## config.mk

```make
export PLATFORM = sky130hd
export DESIGN_NAME = register_bank_sb
export DESIGN_NICKNAME = d
export VERILOG_FILES = /design/src/rtl/register_bank_sb.sv
export SDC_FILE = /design/constraint.sdc
export NUM_CORES = 1
export LEC_CHECK = 0
export CAP_MARGIN = 20
export CORE_UTILIZATION = 40
export CTS_BUF_LIST = sky130_fd_sc_hd__clkbuf_2 sky130_fd_sc_hd__clkbuf_4 sky130_fd_sc_hd__clkbuf_8
export DETAILED_ROUTE_END_ITERATION = 8
export GPL_ROUTABILITY_DRIVEN = 0
export PLACE_DENSITY_LB_ADDON = 0.08
export SLEW_MARGIN = 20
export SYNTH_ARGS = -nofsm -noshare
export SYNTH_HDL_FRONTEND = slang
export SYNTH_SLANG_ARGS = --single-unit
```

## constraint.sdc

```tcl
create_clock -name clk -period 18.5 [get_ports clk]
set_clock_uncertainty 0.2 [all_clocks]
set_input_delay 3.7 -clock clk [delete_from_list [all_inputs] [get_ports clk]]
set_output_delay 3.7 -clock clk [all_outputs]
set_load 0.005 [all_outputs]
```

## src/rtl/register_bank_sb.sv

```systemverilog
// register_bank_sb: register bank for the 16-bit MIPS pipeline, between decode and execute.
//   - One write port.
//   - Two registered read ports with write-through bypass.
//   - EX/DM/WB forwarding muxes on both operands, plus an immediate select on operand B.
//   - Busy-bit scoreboard that raises a stall while a source register has a write pending.
//
// Ports:
//   clk, rst                  rising-edge clock, asynchronous active-high reset
//   ra, rb, rd_en             read addresses; rd_en=1 captures new data into ar/br, 0 holds them
//   wr_en, rw, wdata          writeback port
//   busy_set, busy_addr       marks busy_addr as having a pending write
//   ans_ex, ans_dm, ans_wb    forwarded results
//   mux_sel_a, mux_sel_b      operand select: 00 register, 01 EX, 10 DM, 11 WB
//   imm_sel, imm              1 = operand b is imm
//   a, b                      operands to the ALU
//   stall                     a source register is busy
module register_bank_sb #(
    parameter int unsigned DATA_W   = 16,
    parameter int unsigned ADDR_W   = 5,
    parameter bit          ZERO_REG = 1'b1
) (
    input  logic              clk,
    input  logic              rst,
    input  logic [ADDR_W-1:0] ra,
    input  logic [ADDR_W-1:0] rb,
    input  logic              rd_en,
    input  logic              wr_en,
    input  logic [ADDR_W-1:0] rw,
    input  logic [DATA_W-1:0] wdata,
    input  logic              busy_set,
    input  logic [ADDR_W-1:0] busy_addr,
    input  logic [DATA_W-1:0] ans_ex,
    input  logic [DATA_W-1:0] ans_dm,
    input  logic [DATA_W-1:0] ans_wb,
    input  logic [1:0]        mux_sel_a,
    input  logic [1:0]        mux_sel_b,
    input  logic              imm_sel,
    input  logic [DATA_W-1:0] imm,
    output logic [DATA_W-1:0] a,
    output logic [DATA_W-1:0] b,
    output logic              stall
);

    localparam int unsigned DEPTH = 1 << ADDR_W;

    logic [DATA_W-1:0] regs_q [DEPTH];
    logic [DATA_W-1:0] regs_d [DEPTH];
    logic [DATA_W-1:0] ar_q, ar_d;
    logic [DATA_W-1:0] br_q, br_d;
    logic [DEPTH-1:0]  busy_q, busy_d;
    logic [DATA_W-1:0] bi;

    logic wr_ok;
    logic ra_zero, rb_zero;

    assign wr_ok   = wr_en && !(ZERO_REG && (rw == '0));
    assign ra_zero = ZERO_REG && (ra == '0);
    assign rb_zero = ZERO_REG && (rb == '0);

    always_comb begin
        regs_d = regs_q;
        if (wr_ok) begin
            regs_d[rw] = wdata;
        end
    end

    // The read captures wdata when it targets the register being written on
    // the same edge. The hardwired zero register is never bypassed.
    always_comb begin
        ar_d = ar_q;
        br_d = br_q;
        if (rd_en) begin
            if (ra_zero) begin
                ar_d = '0;
            end else if (wr_en && (rw == ra)) begin
                ar_d = wdata;
            end else begin
                ar_d = regs_q[ra];
            end

            if (rb_zero) begin
                br_d = '0;
            end else if (wr_en && (rw == rb)) begin
                br_d = wdata;
            end else begin
                br_d = regs_q[rb];
            end
        end
    end

    // The clear is applied before the set, so a set on the same address wins.
    // The newer instruction owns the register.
    always_comb begin
        busy_d = busy_q;
        if (wr_en) begin
            busy_d[rw] = 1'b0;
        end
        if (busy_set && !(ZERO_REG && (busy_addr == '0))) begin
            busy_d[busy_addr] = 1'b1;
        end
    end

    always_ff @(posedge clk or posedge rst) begin
        if (rst) begin
            regs_q <= '{default: '0};
            ar_q   <= '0;
            br_q   <= '0;
            busy_q <= '0;
        end else begin
            regs_q <= regs_d;
            ar_q   <= ar_d;
            br_q   <= br_d;
            busy_q <= busy_d;
        end
    end

    always_comb begin
        a = ar_q;
        case (mux_sel_a)
            2'b00:   a = ar_q;
            2'b01:   a = ans_ex;
            2'b10:   a = ans_dm;
            default: a = ans_wb;
        endcase
    end

    always_comb begin
        bi = br_q;
        case (mux_sel_b)
            2'b00:   bi = br_q;
            2'b01:   bi = ans_ex;
            2'b10:   bi = ans_dm;
            default: bi = ans_wb;
        endcase
    end

    assign b = imm_sel ? imm : bi;

    // Stall uses the registered busy bits. A register being cleared by this
    // cycle's write therefore still stalls for this cycle.
    assign stall = rd_en & (busy_q[ra] | busy_q[rb]);

endmodule

```

== Word-level counts from Yosys, hierarchy flattened ==
Cells that the tools add are included.
Storage, ports and cells
  register bits after elaboration: 576
  output and inout port bits: 33
  word-level logic and storage cells: 100
Cells by class
  equal/unequal tests: 6
  bitwise logic cells: 8
  reduce and logical (&&, ||, !) cells: 15
  $lt $le $gt $ge: 10
  mux-type cells: 26
Operators by type and width (number)
  512-bit bitwise mux: 1
  16-bit binary-select mux with 5-bit select: 2
  16-bit 2-to-1 mux: 10
  16-bit one-hot mux with 3 select lines: 2
  16-bit demux with 5-bit select: 1
  32-bit 2-to-1 mux: 2
  32-bit bitwise AND: 1
  32-bit NOT: 1
  32-bit OR: 1
  5-bit by 6-bit < comparator with 1-bit output (second input constant): 4
  5-bit logical NOT: 4
  6-bit greater-or-equal comparator (second input constant): 3
  5-bit NOT with 6-bit output: 3
  1-bit binary-select mux with 5-bit select: 2
  1-bit demux with 5-bit select: 2
  5-bit == test: 2
  5-bit by 1-bit greater-or-equal comparator with 1-bit output (second input constant): 2
  1-bit logical AND: 7
  6-bit by 1-bit < comparator with 1-bit output (second input constant): 1
  2-bit by 1-bit == test with 1-bit output (second input constant): 2
  2-bit == test (second input constant): 2
  2-bit logical NOT: 2
  1-bit 2-to-1 mux: 4
  1-bit logical NOT: 2
  2 further kinds: 2

== Longest topological paths before layout ==
Gate-level depths: netlist of the first run.
  word-level depth: 9
  mapped depth: 9
  mapped depth without buffers: 5

== Least setup slack after synthesis of the first run ==
OpenSTA, ideal clock, no wires.
  kind: input-to-output
  start point: in ra[0]
  end point: out stall
  cell stages on the path: 8
  data arrival time: 5454 ps
  path slack: 9146 ps
  cells stage by stage: clkbuf_1 buf_2 buf_6 mux4_2 mux2_2 a32o_1 o32ai_1 a21oi_1
On the way
  cells in the longest elaborated chain, start to end: 4
RTL lines
  start, declared: RTL line 24  | input logic [ADDR_W-1:0] ra,
  1-bit binary-select mux with 5-bit select: RTL line 141  | assign stall = rd_en & (busy_q[ra] | busy_q[rb]);
  1-bit 2-to-1 mux (implied by the code): RTL line 141
  1-bit OR: RTL line 141
  1-bit bitwise AND: RTL line 141
  end, declared: RTL line 41  | output logic stall
No other way between the ends. The select of a mux whose other input is x is not followed.

== Worst setup path in the final report of the first run ==
  start point: in ra[1]
  end point: out stall
The elaborated chain is that of the path after synthesis.

==> run_results.csv, run 1 <==
group,metric,value,unit
route,drc,0,
cts,cts_hold_buf,0,
route,first_iter_violations,1609,
sta,setup_viol,0,
sta,slew_violations,0,
placed_design,place_inst,3196,
cells_and_area,fill_cells,6773,
grt,grt_pass1_vias,21800,
route,maxUsedRoutingLayer,"met4",
synthesis,synth_top_cell_area_share,47.0,%
grt,grt_max_degree,177,
critical_path,slowest_stage,"buf_4",
cells_and_area,layout-drive-gt1-share,38.5,%
synthesis,async_flop_share,100,%
grt,antenna_found_initial,3,
power_and_ir_drop,p_seq_share,44.5,%
cts,tritoncts,"done",
critical_path,worstSetupPathType,"in -> out",
min_path,hp-class,"reg -> reg",
synthesis,syn_area,0.0307,sq mm
route,drt-pass1-iter-count,5,
cts,postCtsSetupRepairBufs,0,
critical_path,path_delay_family,"buffers and inverters",
cts,cts_root_buf,"clkbuf_8",
power_and_ir_drop,vdd_ir_drop_max,0.0000524,V
synthesis,yosysTopAreaCell,"dfrtp_1",
route,wl,97500,um
sta,slew_headroom,32.9,%
placed_design,portBuffers,142,
critical_path,crit_chain,"buf_6 -> buf_4 -> mux4_2 -> mux2_2 -> a32o_1 -> o32ai_1 -> a21oi_1 -> clkdlybuf4s50_1",
power_and_ir_drop,switching_share,28.0,%
critical_path,critPathMaxStageDelay,0.67,ns
power_and_ir_drop,p_per_area,107,mW/mm^2
sta,tns,0,ns
cts,cts.sinks,576,
cts,post_cts_resized,0,
power_and_ir_drop,power_leakage,14.7,nW
synthesis,syn-instance-count,2237,
synthesis,synth_ff_type,"dfrtp_1",
critical_path,crit_required,14.60,ns
critical_path,critPathBufInv,3,
run_status,outcome,"complete, no violations",
sta,finalCritPeriodShare,57.4,%
sta,fin_crit,10.62,ns
sta,hold_violations,0,
synthesis,ys_ff_latch,576,
synthesis,synth_edf_count,0,
synthesis,synth_area_leaders,"dfrtp_1, mux4_2, mux2_2, o21ai_0, nand2_1",
power_and_ir_drop,power_frac_clock,35.2,%
route,wl_met2,47200,um
route,vias,20400,
synthesis,yosysWarnings,0,
cells_and_area,multiInputGateArea,0.0154,sq mm
critical_path,worstSetupEndpointType,"output port",
die,die_y,279,um
route,wl_per_cell,28.8,um
critical_path,critPathArrivalTime,6.72,ns
grt,overflow,0,
route,via_per_inst,6.01,
critical_path,cp-start-kind,"input port",
sta,rsz0062_at_grt,"no",
die,die_w,279,um
synthesis,syn_avg_cell_area,13.7,sq um
die,placementRows,101,
route,ant_nets,0,
cells_and_area,final_cells,3392,
synthesis,yosys.cell_types.count,43,
sta,max_freq,94.2,MHz
power_and_ir_drop,switchingPower,1.06,mW
route,met1_length,42900,um
cts,htree_num_levels,3,
job,cap_viol_max_count,0,
die,ios,143,
power_and_ir_drop,comb_power_share,20.3,%
sta,tightest_slew,1.01,ns
die,core,0.0758,sq mm
cells_and_area,nets,2438,
cells_and_area,areaGrowthSynthToFinish,15.4,%
grt,grt_pass1_wl,148000,um
critical_path,crit_fanout,56,
cts,clockBufferDepth,3,
die,start_util,40.4,%
power_and_ir_drop,intPower,2.73,mW
synthesis,ys_seq_area_share,47.0,%
grt,gr-usage-all-layers,25.9,%
cts,cts_made_buffers,107,
placed_design,place_hpwl,59600,um
cts,clk_latency,0.73,ns
cts,clk_pin_slew_worst_paths,0.05,ns
route,met3_length,5350,um
cells_and_area,ff_latch_area,0.0144,sq mm
synthesis,syn_nets,2347,
die,dieArea,0.0777,sq mm
==> metrics by stage <==
stage / worst slack [ns] / hold slack (ns) / utilization (%) / total power, mW / cell area, sq um
floorplan: 6.75 / 0.241 / - / 2.21 / 30700
global placement: 7.91 / 0.177 / 43.5 / 2.44 / 33000
detailed placement: 7.88 / 0.185 / 43.5 / 2.47 / 33000
CTS: 7.89 / 0.197 / 46.6 / 3.82 / 35300
global route: 7.81 / 0.211 / 46.6 / 3.97 / 35400
finish: 7.88 / 0.192 / 46.6 / 3.79 / 35400
==> path summary, 6_finish.rpt <==
path,from,endpoint,slack (ns),cells after the start
hold / removal,regs_q[496],regs_q[496],0.19,0
setup reg to reg,regs_q[12],br_q[12],16.35,4
max in group asynchronous,rst,regs_q[357],12.20,6
setup / recovery,ra[1],stall,7.88,8
min in group asynchronous,rst,regs_q[460],3.36,3
hold reg to reg,regs_q[496],regs_q[496],0.19,0
==> cells by family (layout without fill, tap and decap cells) <==
logic type | after synthesis | count (layout) | share of synthesized area (%)
compound gates | 340 | 340 | 6.22
xor+xnor | 9 | 9 | 0.257
buf+inv | 238 | 411 | 3.13
flops | 576 | 576 | 47.0
mux | 643 | 643 | 37.0
other cells | 0 | 4 | 0
simple gates | 431 | 431 | 6.33
==> Yosys cell counts (all sizes together), types with 3 or more instances <==
library cell and instances:
nand2b 67, nor2b 5, dfrtp 576, a22o 15, clkbuf 150, nand3 26
inv 20, nor2 20, nand2 279, mux4 366, o311ai 3, o2111ai 16
nor3 6, a22oi 18, o21ai 275, xnor2 9, mux2i 4, a21oi 3
buf 67, nor3b 8, mux2 273, nand3b 8
==> state kept, by name, indices dropped and copies added, names as in the netlist <==
signal	count
ar_q	16
br_q	16
busy_q	32
regs_q	512
==> cells in the final DEF (no fill, tap or decap), types with 3 or more instances in the layout <==
cell type / netlist / layout
mux2i_1: 4 / 4
inv_6: 0 / 3
nor3_1: 6 / 5
clkbuf_8: 0 / 136
a22o_1: 15 / 15
o21ai_0: 275 / 275
nor2_4: 0 / 8
nand2_1: 279 / 275
nand2b_1: 67 / 67
nand2_2: 0 / 4
o2111ai_1: 16 / 16
a21oi_1: 3 / 3
buf_6: 1 / 3
nor3b_1: 8 / 8
inv_1: 19 / 18
nor2b_1: 5 / 5
nand3_1: 26 / 26
a22oi_1: 18 / 18
buf_12: 0 / 3
mux2_2: 273 / 273
clkbuf_4: 0 / 36
buf_2: 46 / 4
clkinv_2: 0 / 12
nor2_2: 0 / 8
bufinv_16: 0 / 3
nand3b_1: 8 / 8
mux4_2: 366 / 366
nor2_1: 20 / 4
clkdlybuf4s50_1: 0 / 133
buf_4: 0 / 53
diode_2: 0 / 4
xnor2_1: 9 / 9
dfrtp_1: 576 / 576
==> area by class of cell <==
cell class	instances	area share, %
clock inverter	19	0.520
inverter	21	0.234
timing repair buffer	199	5.37
tap	978	3.46
multi-input combinational	1423	43.6
clock buffer	172	6.06
sequential	576	40.8
antenna	4	0.0283
==> layer usage <==
layer | vias up | GRT usage (%)
met5 | - | 0
met4 | 0 | 6.64
met3 | 149 | 4.08
met2 | 622 | 41.7
met1 | 10900 | 36.7
li1 | 8689 | -
==> power by group through the flow <==
stage	sequential [mW]	clock [mW]	combinational, mW
final	1.68	1.33	0.770
after global routing	1.72	1.42	0.834
after global placement	1.68	0	0.755
after floorplan	1.63	0	0.574
after detailed placement	1.70	0	0.772
after CTS	1.68	1.36	0.773
==> worst reg2reg max path, delay by kind of cell, from the launching register on <==
| family | cells | cell delay (ns) |
|---|---|---|
| multiplexers | 2 | 1.05 |
| AO/OA/AOI/OAI | 1 | 0.14 |
| flip-flops | 1 | 0.39 |
| AND/OR/NAND/NOR | 1 | 0.23 |
(Power assumes the default switching activity.)
==> inputs of run 2 (changes only) <==
clock period = 9.3 ns   (was 18.5 ns; I/O delays follow)
==> run_results.csv, run 2 (synthesized netlist as in run 1, its figures left out) <==
group,metric,value,unit
run_status,outcome,"finished, violations left",
run_status,failed_checks,"design-rule violations",
sta,hold_violations,0,
sta,rsz0062_at_grt,"no",
critical_path,worstSetupPathType,"in -> out",
grt,overflow,0,
power_and_ir_drop,vdd_ir_drop_max,0.0000963,V
cells_and_area,multiInputGateArea,0.0154,sq mm
sta,setup_viol,0,
grt,antenna_found_initial,2,
power_and_ir_drop,comb_power_share,20.4,%
cts,clk_latency,0.71,ns
cells_and_area,largest_reg_flops,512,
cells_and_area,layout_commonest_cell,"dfrtp_1",
die,ios,143,
cts,cts_hold_buf,0,
placed_design,post-place-ws,2.89,ns
route,wl_per_cell,28.5,um
route,vias,20400,
cells_and_area,largest_registers,"regs_q x512, busy_q x32",
grt,grt_max_degree,134,
sta,slew_headroom,27.1,%
route,wl,96800,um
die,die_y,279,um
power_and_ir_drop,switching_share,27.9,%
sta,final.setup.worst_slack,2.93,ns
die,dieArea,0.0777,sq mm
placed_design,portBuffers,142,
route,via_per_inst,6.02,
route,first_iter_violations,1697,
cells_and_area,final_cell_mix,"dfrtp_1, mux4_2, nand2_1",
critical_path,critPathArrivalTime,4.31,ns
cts,clockBufferDepth,3,
cts,cts_made_buffers,104,
placed_design,place_hpwl,59500,um
sta,finalCritPeriodShare,68.5,%
cells_and_area,areaGrowthSynthToFinish,15.3,%
route,drc,4,
cells_and_area,nets,2437,
cells_and_area,ff_latch_area,0.0144,sq mm
grt,grt_pass1_vias,21400,
sta,max_freq,157,MHz
sta,fin_hold_ws,0.195,ns
cts,post_cts_resized,0,
sta,fin_crit,6.37,ns
die,die_w,279,um
cts,tritoncts,"done",
cts,cts_root_buf,"clkbuf_8",
die,core,0.0758,sq mm
placed_design,place_inst,3199,
critical_path,worstSetupEndpointType,"output port",
sta,tns,0,ns
route,ant_nets,0,
power_and_ir_drop,totalPowerFinal,7.49,mW
grt,gr-usage-all-layers,25.6,%
route,drt-pass1-iter-count,8,
critical_path,crit_required,7.24,ns
min_path,hp-class,"reg -> reg",
cells_and_area,final_cells,3392,
power_and_ir_drop,p_per_area,212,mW/mm^2
power_and_ir_drop,intPower,5.41,mW
cts,htree_num_levels,3,
grt,grt_pass1_wl,146000,um
critical_path,cp-start-kind,"input port",
cells_and_area,layout-drive-gt1-share,38.5,%
die,start_util,40.4,%
sta,slew_violations,0,
power_and_ir_drop,power_frac_clock,34.9,%
die,placementRows,101,
cts,clk_pin_slew_worst_paths,0.06,ns
job,cap_viol_max_count,0,
cells_and_area,regMostFlops,"regs_q",
cts,postCtsSetupRepairBufs,0,
cells_and_area,fill_cells,6760,
power_and_ir_drop,p_seq_share,44.7,%
power_and_ir_drop,power_leakage,14.7,nW
cts,cts.sinks,576,
power_and_ir_drop,switchingPower,2.09,mW
sta,tightest_slew,1.09,ns
critical_path,crit_fanout,24,
-- run 2: critical path, stage by stage --
cell and delay (ns):
buf_4 0.49, buf_4 0.58, mux4_2 0.39, a22oi_1 0.18, nand4_1 0.12, o21ai_0 0.11
a21oi_1 0.10, clkdlybuf4s50_1 0.47
-- run 2: stage by stage --
stage,util [%],instance area [sq um]
2_1_floorplan,-,30700
3_3_place_gp,43.5,33000
3_5_place_dp,43.5,33000
4_1_cts,46.6,35300
5_1_grt,46.6,35300
6_report,46.6,35300
-- run 2: layout make-up --
type                       instances  area share, %
clock inverter                    20          0.446
inverter                          21          0.234
antenna                            3         0.0212
multi-input combinational       1423           43.6
tap                              978           3.46
clock buffer                     170           6.11
sequential                       576           40.8
timing repair buffer             201           5.33
-- run 2: final timing paths --
check,start,endpoint,slack [ns],cells past startpoint
min in group asynchronous,rst,regs_q[492],1.45,3
max reg2reg,regs_q[12],br_q[12],7.11,4
max,rb[2],stall,2.93,8
min reg2reg,regs_q[497],regs_q[497],0.19,0
max in group asynchronous,rst,regs_q[167],6.01,4
min,regs_q[497],regs_q[497],0.19,0
-- run 2: metal layers --
metal	wire (um)	track usage, %	share of wire, %
met1	43400	36.6	45
met2	45700	40.1	47
met3	5310	4.17	5.5
met4	2470	7.72	2.6
met5	0	0	0
-- run 2: power by group through the flow --
| stage | registers (mW) | logic, mW | clock network, mW |
|---|---|---|---|
| after floorplan | 3.25 | 1.14 | 0 |
| after global placement | 3.35 | 1.50 | 0 |
| after detailed placement | 3.38 | 1.53 | 0 |
| after CTS | 3.34 | 1.53 | 2.69 |
| after global routing | 3.41 | 1.66 | 2.78 |
| final | 3.35 | 1.53 | 2.62 |
